`config.mk`:
```
export PLATFORM = sky130hd
export DESIGN_NAME = lfsr
export DESIGN_NICKNAME = d
export VERILOG_FILES = /design/src/rtl/lfsr.sv
export SDC_FILE = /design/constraint.sdc
export NUM_CORES = 1
export LEC_CHECK = 0
export ABC_AREA = 1
export BUFFER_PORTS_ARGS = -buffer_cell sky130_fd_sc_hd__buf_2
export CORE_AREA = 2 2 39 41
export CTS_CLUSTER_SIZE = 28
export DETAILED_ROUTE_END_ITERATION = 10
export DIE_AREA = 0 0 41 43
export SKIP_CTS_REPAIR_TIMING = 1
export SYNTH_ARGS = -nofsm -noshare
export SYNTH_HDL_FRONTEND = slang
export SYNTH_SLANG_ARGS = --single-unit
```
`constraint.sdc`:
```
create_clock -name clk -period 1.2 [get_ports clk]
set_clock_uncertainty 0.2 [all_clocks]
set_input_delay 0.18 -clock clk [delete_from_list [all_inputs] [get_ports clk]]
set_output_delay 0.18 -clock clk [all_outputs]
set_load 0.1 [all_outputs]
```
`src/rtl/lfsr.sv`:
```
// ---------------------------------------------------------------------------
// lfsr -- Fibonacci linear feedback shift register, left-shifting.
//
// The register 'shift' moves left by one bit on every clock edge. The new
// LSB is the XOR of the maximal-length tap bits for WIDTH; the taps come from
// the XAPP052 table for widths 3..32. Any nonzero seed gives a sequence with
// period 2^WIDTH-1.
//
// 'q' is the MSB of the register and 'state' is the whole register. Both are
// taken straight from the flops, so they add no latency. 'wrap' is a
// registered pulse. It is high in the cycle where a shift (not a reset load)
// has brought the register back to SEED.
//
// Optional feature, controlled by the macro LFSR_LOCKUP_RECOVERY_EN:
//   When the macro is defined, an all-zero register is reloaded with 1
//   instead of shifting. This lets SEED=0 start running.
//   When the macro is not defined, no recovery logic is built, and an
//   all-zero register stays locked at zero.
// ---------------------------------------------------------------------------
module lfsr #(
    parameter int               WIDTH = 4,
    parameter logic [WIDTH-1:0] SEED  = WIDTH'(4'b0001)
) (
    input  logic             clk,
    input  logic             reset,
    output logic             q,
    output logic [WIDTH-1:0] state,
    output logic             wrap
);

    // Tap mask for each supported width. Bit n is set when register bit n
    // (0-based) feeds the XOR. The masks are the XAPP052 taps with 1 subtracted.
    function automatic logic [31:0] tap_mask(input int w);
        logic [31:0] m;
        m = 32'h0;
        case (w)
            3:  m = (32'h1 << 2)  | (32'h1 << 1);
            4:  m = (32'h1 << 3)  | (32'h1 << 2);
            5:  m = (32'h1 << 4)  | (32'h1 << 2);
            6:  m = (32'h1 << 5)  | (32'h1 << 4);
            7:  m = (32'h1 << 6)  | (32'h1 << 5);
            8:  m = (32'h1 << 7)  | (32'h1 << 5)  | (32'h1 << 4)  | (32'h1 << 3);
            9:  m = (32'h1 << 8)  | (32'h1 << 4);
            10: m = (32'h1 << 9)  | (32'h1 << 6);
            11: m = (32'h1 << 10) | (32'h1 << 8);
            12: m = (32'h1 << 11) | (32'h1 << 5)  | (32'h1 << 3)  | (32'h1 << 0);
            13: m = (32'h1 << 12) | (32'h1 << 3)  | (32'h1 << 2)  | (32'h1 << 0);
            14: m = (32'h1 << 13) | (32'h1 << 4)  | (32'h1 << 2)  | (32'h1 << 0);
            15: m = (32'h1 << 14) | (32'h1 << 13);
            16: m = (32'h1 << 15) | (32'h1 << 14) | (32'h1 << 12) | (32'h1 << 3);
            17: m = (32'h1 << 16) | (32'h1 << 13);
            18: m = (32'h1 << 17) | (32'h1 << 10);
            19: m = (32'h1 << 18) | (32'h1 << 5)  | (32'h1 << 1)  | (32'h1 << 0);
            20: m = (32'h1 << 19) | (32'h1 << 16);
            21: m = (32'h1 << 20) | (32'h1 << 18);
            22: m = (32'h1 << 21) | (32'h1 << 20);
            23: m = (32'h1 << 22) | (32'h1 << 17);
            24: m = (32'h1 << 23) | (32'h1 << 22) | (32'h1 << 21) | (32'h1 << 16);
            25: m = (32'h1 << 24) | (32'h1 << 21);
            26: m = (32'h1 << 25) | (32'h1 << 5)  | (32'h1 << 1)  | (32'h1 << 0);
            27: m = (32'h1 << 26) | (32'h1 << 4)  | (32'h1 << 1)  | (32'h1 << 0);
            28: m = (32'h1 << 27) | (32'h1 << 24);
            29: m = (32'h1 << 28) | (32'h1 << 26);
            30: m = (32'h1 << 29) | (32'h1 << 5)  | (32'h1 << 3)  | (32'h1 << 0);
            31: m = (32'h1 << 30) | (32'h1 << 27);
            32: m = (32'h1 << 31) | (32'h1 << 21) | (32'h1 << 1)  | (32'h1 << 0);
            default: m = 32'h0;
        endcase
        return m;
    endfunction

    localparam logic [31:0] TAPS = tap_mask(WIDTH);

    // Stop elaboration if WIDTH has no entry in the tap table.
    generate
        if (WIDTH < 3 || WIDTH > 32) begin : g_bad_width
            $fatal(1, "lfsr: WIDTH=%0d is outside the supported range 3..32", WIDTH);
        end
    endgenerate

    logic [WIDTH-1:0] shift;
    logic             fb;
    logic [WIDTH-1:0] shifted;

    assign fb      = ^(shift & TAPS[WIDTH-1:0]);
    assign shifted = {shift[WIDTH-2:0], fb};

    assign q     = shift[WIDTH-1];
    assign state = shift;

`ifdef LFSR_LOCKUP_RECOVERY_EN
    localparam logic [WIDTH-1:0] RESTART = {{(WIDTH-1){1'b0}}, 1'b1};

    logic lockup;
    assign lockup = (shift == '0);

    // Register update. Reset loads SEED. An all-zero register restarts at 1.
    // Otherwise the register shifts, and wrap flags a return to SEED.
    always_ff @(posedge clk) begin
        if (reset) begin
            shift <= SEED;
            wrap  <= 1'b0;
        end else if (lockup) begin
            shift <= RESTART;
            wrap  <= 1'b0;
        end else begin
            shift <= shifted;
            wrap  <= (shifted == SEED);
        end
    end
`else
    // Register update. Reset loads SEED. Otherwise the register shifts, and
    // wrap flags a return to SEED. With SEED=0 the register is stuck at zero,
    // so wrap stays high on every non-reset edge.
    always_ff @(posedge clk) begin
        if (reset) begin
            shift <= SEED;
            wrap  <= 1'b0;
        end else begin
            shift <= shifted;
            wrap  <= (shifted == SEED);
        end
    end
`endif

endmodule

```
---- Word-level counts from Yosys, hierarchy flattened ----
Cells that the tools add are included.
operators by class
  eq/ne operators ......................... 1
  reductions and logical operators ........ 1
operator list
  cell                                                                   number
  4-bit by 1-bit equality test with 1-bit output, second input constant  1
  4-bit XOR reduction                                                    1
storage, ports and cells
  register bits after elaboration ......... 5
  input bits .............................. 2
  output and inout bits ................... 6
  word-level logic and storage cells ...... 4

---- Longest topological paths before layout ----
Gate-level depths: netlist of run 1.
  depth after elaboration ................. 2
  depth in mapped cells ................... 3
  depth with buffers taken out ............ 3

---- Worst setup path before layout of run 1 ----
Ideal clock, no wire load.
  kind .................................... register -> output
  start ................................... register shift[3] (netlist: state[3])
  end ..................................... output state[3]
  arrival time ............................ 1.391 ns
  required time ........................... 0.820 ns
  path slack .............................. -0.571 ns
  cell stages (with the launch flop) ...... 2
  buffers on the path ..................... 1
  cells stage by stage .................... dfxtp_1 > buf_4
RTL lines
  what                    RTL line  text
  start, declared         81        logic [WIDTH-1:0] shift;
  start signal, assigned  120       shift <= shifted;
  end, declared           27        output logic [WIDTH-1:0] state,
No word-level cell between the ends.

---- Worst setup path after layout of run 1 ----
  start ................................... register shift[3] (netlist: state[3])
  end ..................................... output q
RTL lines
  what           RTL line  text
  end, declared  26        output logic q,
No word-level cell between the ends.

==> results of run 1 <==
-- through the flow --
stage	utilization, %	cells
after detailed placement	22.7	41
after global placement	22.7	41
after CTS	24.6	45
final	25.3	46
after floorplan	-	19
after global routing	25.3	46
-- how the worst min path moves through the flow --
stage / start / to / slack (ns) / cells past startpoint
floorplan: reset / state[2] / 0.04 / 1
global placement: reset / state[2] / 0.20 / 2
detailed placement: reset / state[2] / 0.21 / 2
CTS: reset / state[2] / -0.05 / 2
global route: state[1] / state[2] / 0.29 / 2
finish: state[1] / state[2] / 0.25 / 2
-- layout make-up --
class                   instances  area [um2]  share of cell area [%]
repair buffers                  8         135                    38.6
flip-flops and latches          5         111                    31.8
multi-input cells               9        42.5                    12.1
clock buffers                   4        26.3                    7.50
well taps                      16        20.0                    5.71
inverters                       4        15.0                    4.29
-- sequential cells by signal, summed over array words and instances (netlist names) --
register and flops:
wrap 1, state 4
-- power groups by stage --
stage	clock, mW	combinational, mW	sequential [mW]
6_report	0.190	0.129	0.186
5_1_grt	0.215	0.133	0.186
4_1_cts	0.205	0.128	0.186
3_5_place_dp	0	0.127	0.189
3_3_place_gp	0	0.127	0.189
2_1_floorplan	0	0.0216	0.245
-- routing by layer --
metal,vias up,wire (um),global-route usage (%)
li1,76,-,-
met1,57,147,5.48
met3,0,33,4.71
met2,7,108,3.75
met5,-,0,0
met4,0,0,6.00
-- cell families (layout without fill, tap and decap cells) --
| logic type | count (synthesis) | count (layout) | synth area share (%) |
|---|---|---|---|
| and+or+nand+nor | 9 | 9 | 25.8 |
| buffers and inverters | 5 | 16 | 13.6 |
| DFF | 5 | 5 | 60.6 |
-- layout by cell type, fill, tap and decap left out --
cell	instances
buf_12	6
inv_1	4
nand2_1	3
nor2_1	3
clkbuf_4	3
dfxtp_2	3
nor2_2	2
dfxtp_4	2
nand3b_1	1
clkbuf_1	1
dlygate4sd3_1	1
buf_2	1
==> impl_metrics.tcl, run 1 <==
set metrics [dict create \
    numCtsBuffers 3 \
    crit_type "reg2out" \
    synth_top_area_cell "dfxtp_1" \
    io_buffers 7 \
    r2r_setup_slack_ns 0.32 \
    crit_start "state[3]" \
    track_usage_pct 4.72 \
    startpoint_type "flop" \
    total_power_uw 505 \
    yosysMostFrequentCell "dfxtp_1" \
    grt_max_degree 6 \
    synth_area_per_cell_um2 8.69 \
    power_frac_seq_pct 36.8 \
    status "finished, final reports clean" \
    grt_pass1_vias 117 \
    clk_pin_slew_worst_paths_ns 0.04 \
    cts.path.max_buffers 2 \
    yosysWarnings 0 \
    reg2reg_from "state[2]" \
    synthFlopType "dfxtp_1" \
    clock-root-buffer "clkbuf_4" \
    required_ns 0.82 \
    synth_nets 21 \
    arrival_ns 0.79 \
    gp_congestion 0.648 \
    first_iter_violations 2 \
    synth_cells 19 \
    drtAntennaViolNets 0 \
    swShare_pct 31.6 \
    critPathCapture "q" \
    pre_cts_slack_ns 0.280 \
    cpPeakStageDelay_ns 0.37 \
    drive_above_1_share_pct 56.7 \
    synth_edf_count 0 \
    cap_violations 0 \
    p_leak_nw 0.146 \
    start_util_pct 11.9 \
    fin_area_um2 350 \
    ys_types 7 \
    area_growth_pct 112 \
    whs_ns 0.254 \
    finalHoldViolations 0 \
    diodes 0 \
    worst-path-stages 1 \
    io_pins 8 \
    wl_per_cell_um 6.26 \
    cts_sinks 5 \
    drt-vias-per-instance 3.04 \
    path_buf_inv 1 \
    htree_levels 1 \
    synthDominantCellAreaShare_pct 60.6 \
    worstMarginPinSlew_ns 0.102 \
    die_area_mm2 0.00176 \
    die_h_um 43 \
    clk_latency_ns 0.24 \
    core_mm2 0.00138 \
    antenna_found_initial 0 \
    p_clk_share_pct 37.6 \
    synthTopCellsByCount "dfxtp_1, inv_1, nand2_1, nor2_1, nor2_2" \
    crit_chain "buf_12" \
    hold_class "reg2reg" \
    layout_setup_ws_ns 0.0327 \
    rsz0062_at_grt "false" \
    switchingPower_uw 160 \
    fillCellCount 145 \
    firstDrtPassIters 2 \
    setup_violations 0 \
    drc 0 \
    vias 140 \
    p_int_uw 345 \
    fp-row-count 14 \
    max_freq_mhz 857 \
    synthArstFlopShare_pct 0 \
    r2r_end "state[0]" \
    ys_ff_latch 5 \
    cpMaxStageDelayCell "dfxtp_4" \
    combinationalPowerShare_pct 25.6 \
    netlist_area_um2 165 \
    die_width_um 41 \
    grt-ovfl-total 0 \
    path_max_fanout 4 \
    critPathTopFamily "flip-flops" \
    period_minus_slack_ns 1.17 \
    finalMaxSlewViolations 0 \
    place_area_um2 314 \
    p_per_area_mw_per_mm2 1440 \
    slew_headroom_pct 93.2 \
    ys_seq_area_share_pct 60.6 \
    fin_setup_tns_ns 0 \
    synthTopCellsByArea "dfxtp_1, inv_1, nor2_2" \
    period_share_pct 97.3 \
    grt_pass1_wl_um 448 \
    nets 33 \
    crit_path_end_kind "output pin" \
    ir_drop_mv 0.332 \
    wl_um 288 \
    cts_tree "built" \
    reg2reg_depth 3 \
]
Note: power is estimated with default switching activity, not from simulation.
==> run 2: changes to the inputs <==
--- a/config.mk
+++ b/config.mk
@@ -6,11 +6,11 @@
 export NUM_CORES = 1
 export LEC_CHECK = 0
 export ABC_AREA = 1
-export BUFFER_PORTS_ARGS = -buffer_cell sky130_fd_sc_hd__buf_2
 export CORE_AREA = 2 2 39 41
 export CTS_CLUSTER_SIZE = 28
 export DETAILED_ROUTE_END_ITERATION = 10
 export DIE_AREA = 0 0 41 43
+export DONT_BUFFER_PORTS = 1
 export SKIP_CTS_REPAIR_TIMING = 1
 export SYNTH_ARGS = -nofsm -noshare
 export SYNTH_HDL_FRONTEND = slang
==> run 2 against run 1 <==
Against the previous run:
- the flow now finishes with violations (negative setup slack)
- sequential cell count stayed put
- clock-buffer cell count did not move
- total power shrank 0.77%
- clock power barely moved
- worst setup slack got worse by 0.053 ns
- combinational power down 3%
- sequential power about the same
==> impl_metrics.tcl, run 2 (synthesized netlist as in run 1, its figures left out) <==
set metrics [dict create \
    max_freq_mhz 819 \
    path_buf_inv 1 \
    clock-root-buffer "clkbuf_4" \
    area_growth_pct 97.0 \
    status "finished, violations left" \
    crit_start "state[3]" \
    total_power_uw 501 \
    cap_violations 0 \
    vias 132 \
    whs_ns 0.278 \
    largest_reg_flops 4 \
    final_common_cell "buf_12" \
    critPathCapture "state[3]" \
    period_share_pct 102 \
    setup_violations 2 \
    grt_pass1_wl_um 455 \
    cts.path.max_buffers 2 \
    critPathTopFamily "flip-flops" \
    cts_sinks 5 \
    cpMaxStageDelayCell "dfxtp_4" \
    slew_headroom_pct 87.8 \
    worst-path-stages 1 \
    startpoint_type "flop" \
    drt-vias-per-instance 3.00 \
    core_mm2 0.00138 \
    final_cells 44 \
    worstMarginPinSlew_ns 0.183 \
    violations "negative setup slack" \
    cpPeakStageDelay_ns 0.36 \
    hold_class "reg2reg" \
    diodes 0 \
    reg2reg_from "state[1]" \
    clk_pin_slew_worst_paths_ns 0.04 \
    io_pins 8 \
    clk_latency_ns 0.24 \
    ir_drop_mv 0.517 \
    drive_above_1_share_pct 53.6 \
    finalHoldViolations 0 \
    crit_chain "buf_12" \
    htree_levels 1 \
    fillCellCount 152 \
    grt_pass1_vias 120 \
    grt-ovfl-total 0 \
    r2r_end "wrap" \
    firstDrtPassIters 4 \
    wl_um 294 \
    grt_max_degree 6 \
    arrival_ns 0.84 \
    final_util_pct 23.5 \
    gp_congestion 0.678 \
    p_leak_nw 0.134 \
    die_area_mm2 0.00176 \
    final_cell_mix "buf_12, inv_1" \
    reg2reg_depth 4 \
    layout_setup_ws_ns -0.0206 \
    finalMaxSlewViolations 0 \
    r2r_setup_slack_ns 0.23 \
    wl_per_cell_um 6.68 \
    nets 31 \
    antenna_found_initial 0 \
    regArea_um2 111 \
    crit_type "reg2out" \
    die_width_um 41 \
    path_max_fanout 3 \
    drtAntennaViolNets 0 \
    drc 0 \
    fp-row-count 14 \
    die_h_um 43 \
    multiInputGateArea_um2 42.5 \
    required_ns 0.82 \
    numCtsBuffers 3 \
    p_per_area_mw_per_mm2 1540 \
    track_usage_pct 4.82 \
    dp.cells 39 \
    period_minus_slack_ns 1.22 \
    start_util_pct 11.9 \
    first_iter_violations 1 \
    rsz0062_at_grt "true" \
    io_buffers 0 \
    crit_path_end_kind "output pin" \
    cts_tree "built" \
]
## run 2: cell count changes in the layout (fill, tap and decap cells not counted)
cell / previous run / this run
buf_2: 1 / 0
buf_12: 6 / 5
## run 2: cell type report
| class | instances | area share (%) |
|---|---|---|
| multi-input combinational | 9 | 13.1 |
| sequential | 5 | 34.2 |
| tap | 16 | 6.15 |
| timing repair buffer | 6 | 33.8 |
| inverter | 4 | 4.62 |
| clock buffer | 4 | 8.08 |
## run 2: report_power, final
| group | internal (mW) | switching (mW) | leakage [nW] |
|---|---|---|---|
| registers | 0.174 | 0.00859 | 0.0433 |
| clock network | 0.126 | 0.0674 | 0.0150 |
| logic | 0.0398 | 0.0851 | 0.0754 |
## run 2: worst min-delay path by stage
stage / depth (start not counted) / from / slack, ns / to
2_1_floorplan: 1 / reset / 0.04 / state[2]
3_3_place_gp: 1 / reset / 0.04 / state[3]
3_5_place_dp: 1 / reset / 0.05 / state[2]
4_1_cts: 1 / reset / -0.21 / state[2]
5_1_grt: 2 / state[2] / 0.29 / state[3]
6_report: 2 / state[0] / 0.28 / state[1]
## run 2: per-stage QoR
stage / setup slack [ns] / TNS [ns] / area [um2]
5_1_grt: -0.0486 / -0.0971 / 325
4_1_cts: -0.0341 / -0.0682 / 315
2_1_floorplan: -0.0529 / -0.0529 / 176
6_report: -0.0206 / -0.0412 / 325
3_5_place_dp: 0.231 / 0 / 289
3_3_place_gp: 0.234 / 0 / 289
## run 2: per-layer routing
| metal | wire length, um | vias up | GRT usage (%) |
|---|---|---|---|
| li1 | - | 71 | - |
| met1 | 118 | 55 | 3.86 |
| met2 | 120 | 6 | 4.38 |
| met3 | 55 | 0 | 6.81 |
| met4 | 0 | 0 | 6.00 |
| met5 | 0 | - | 0 |
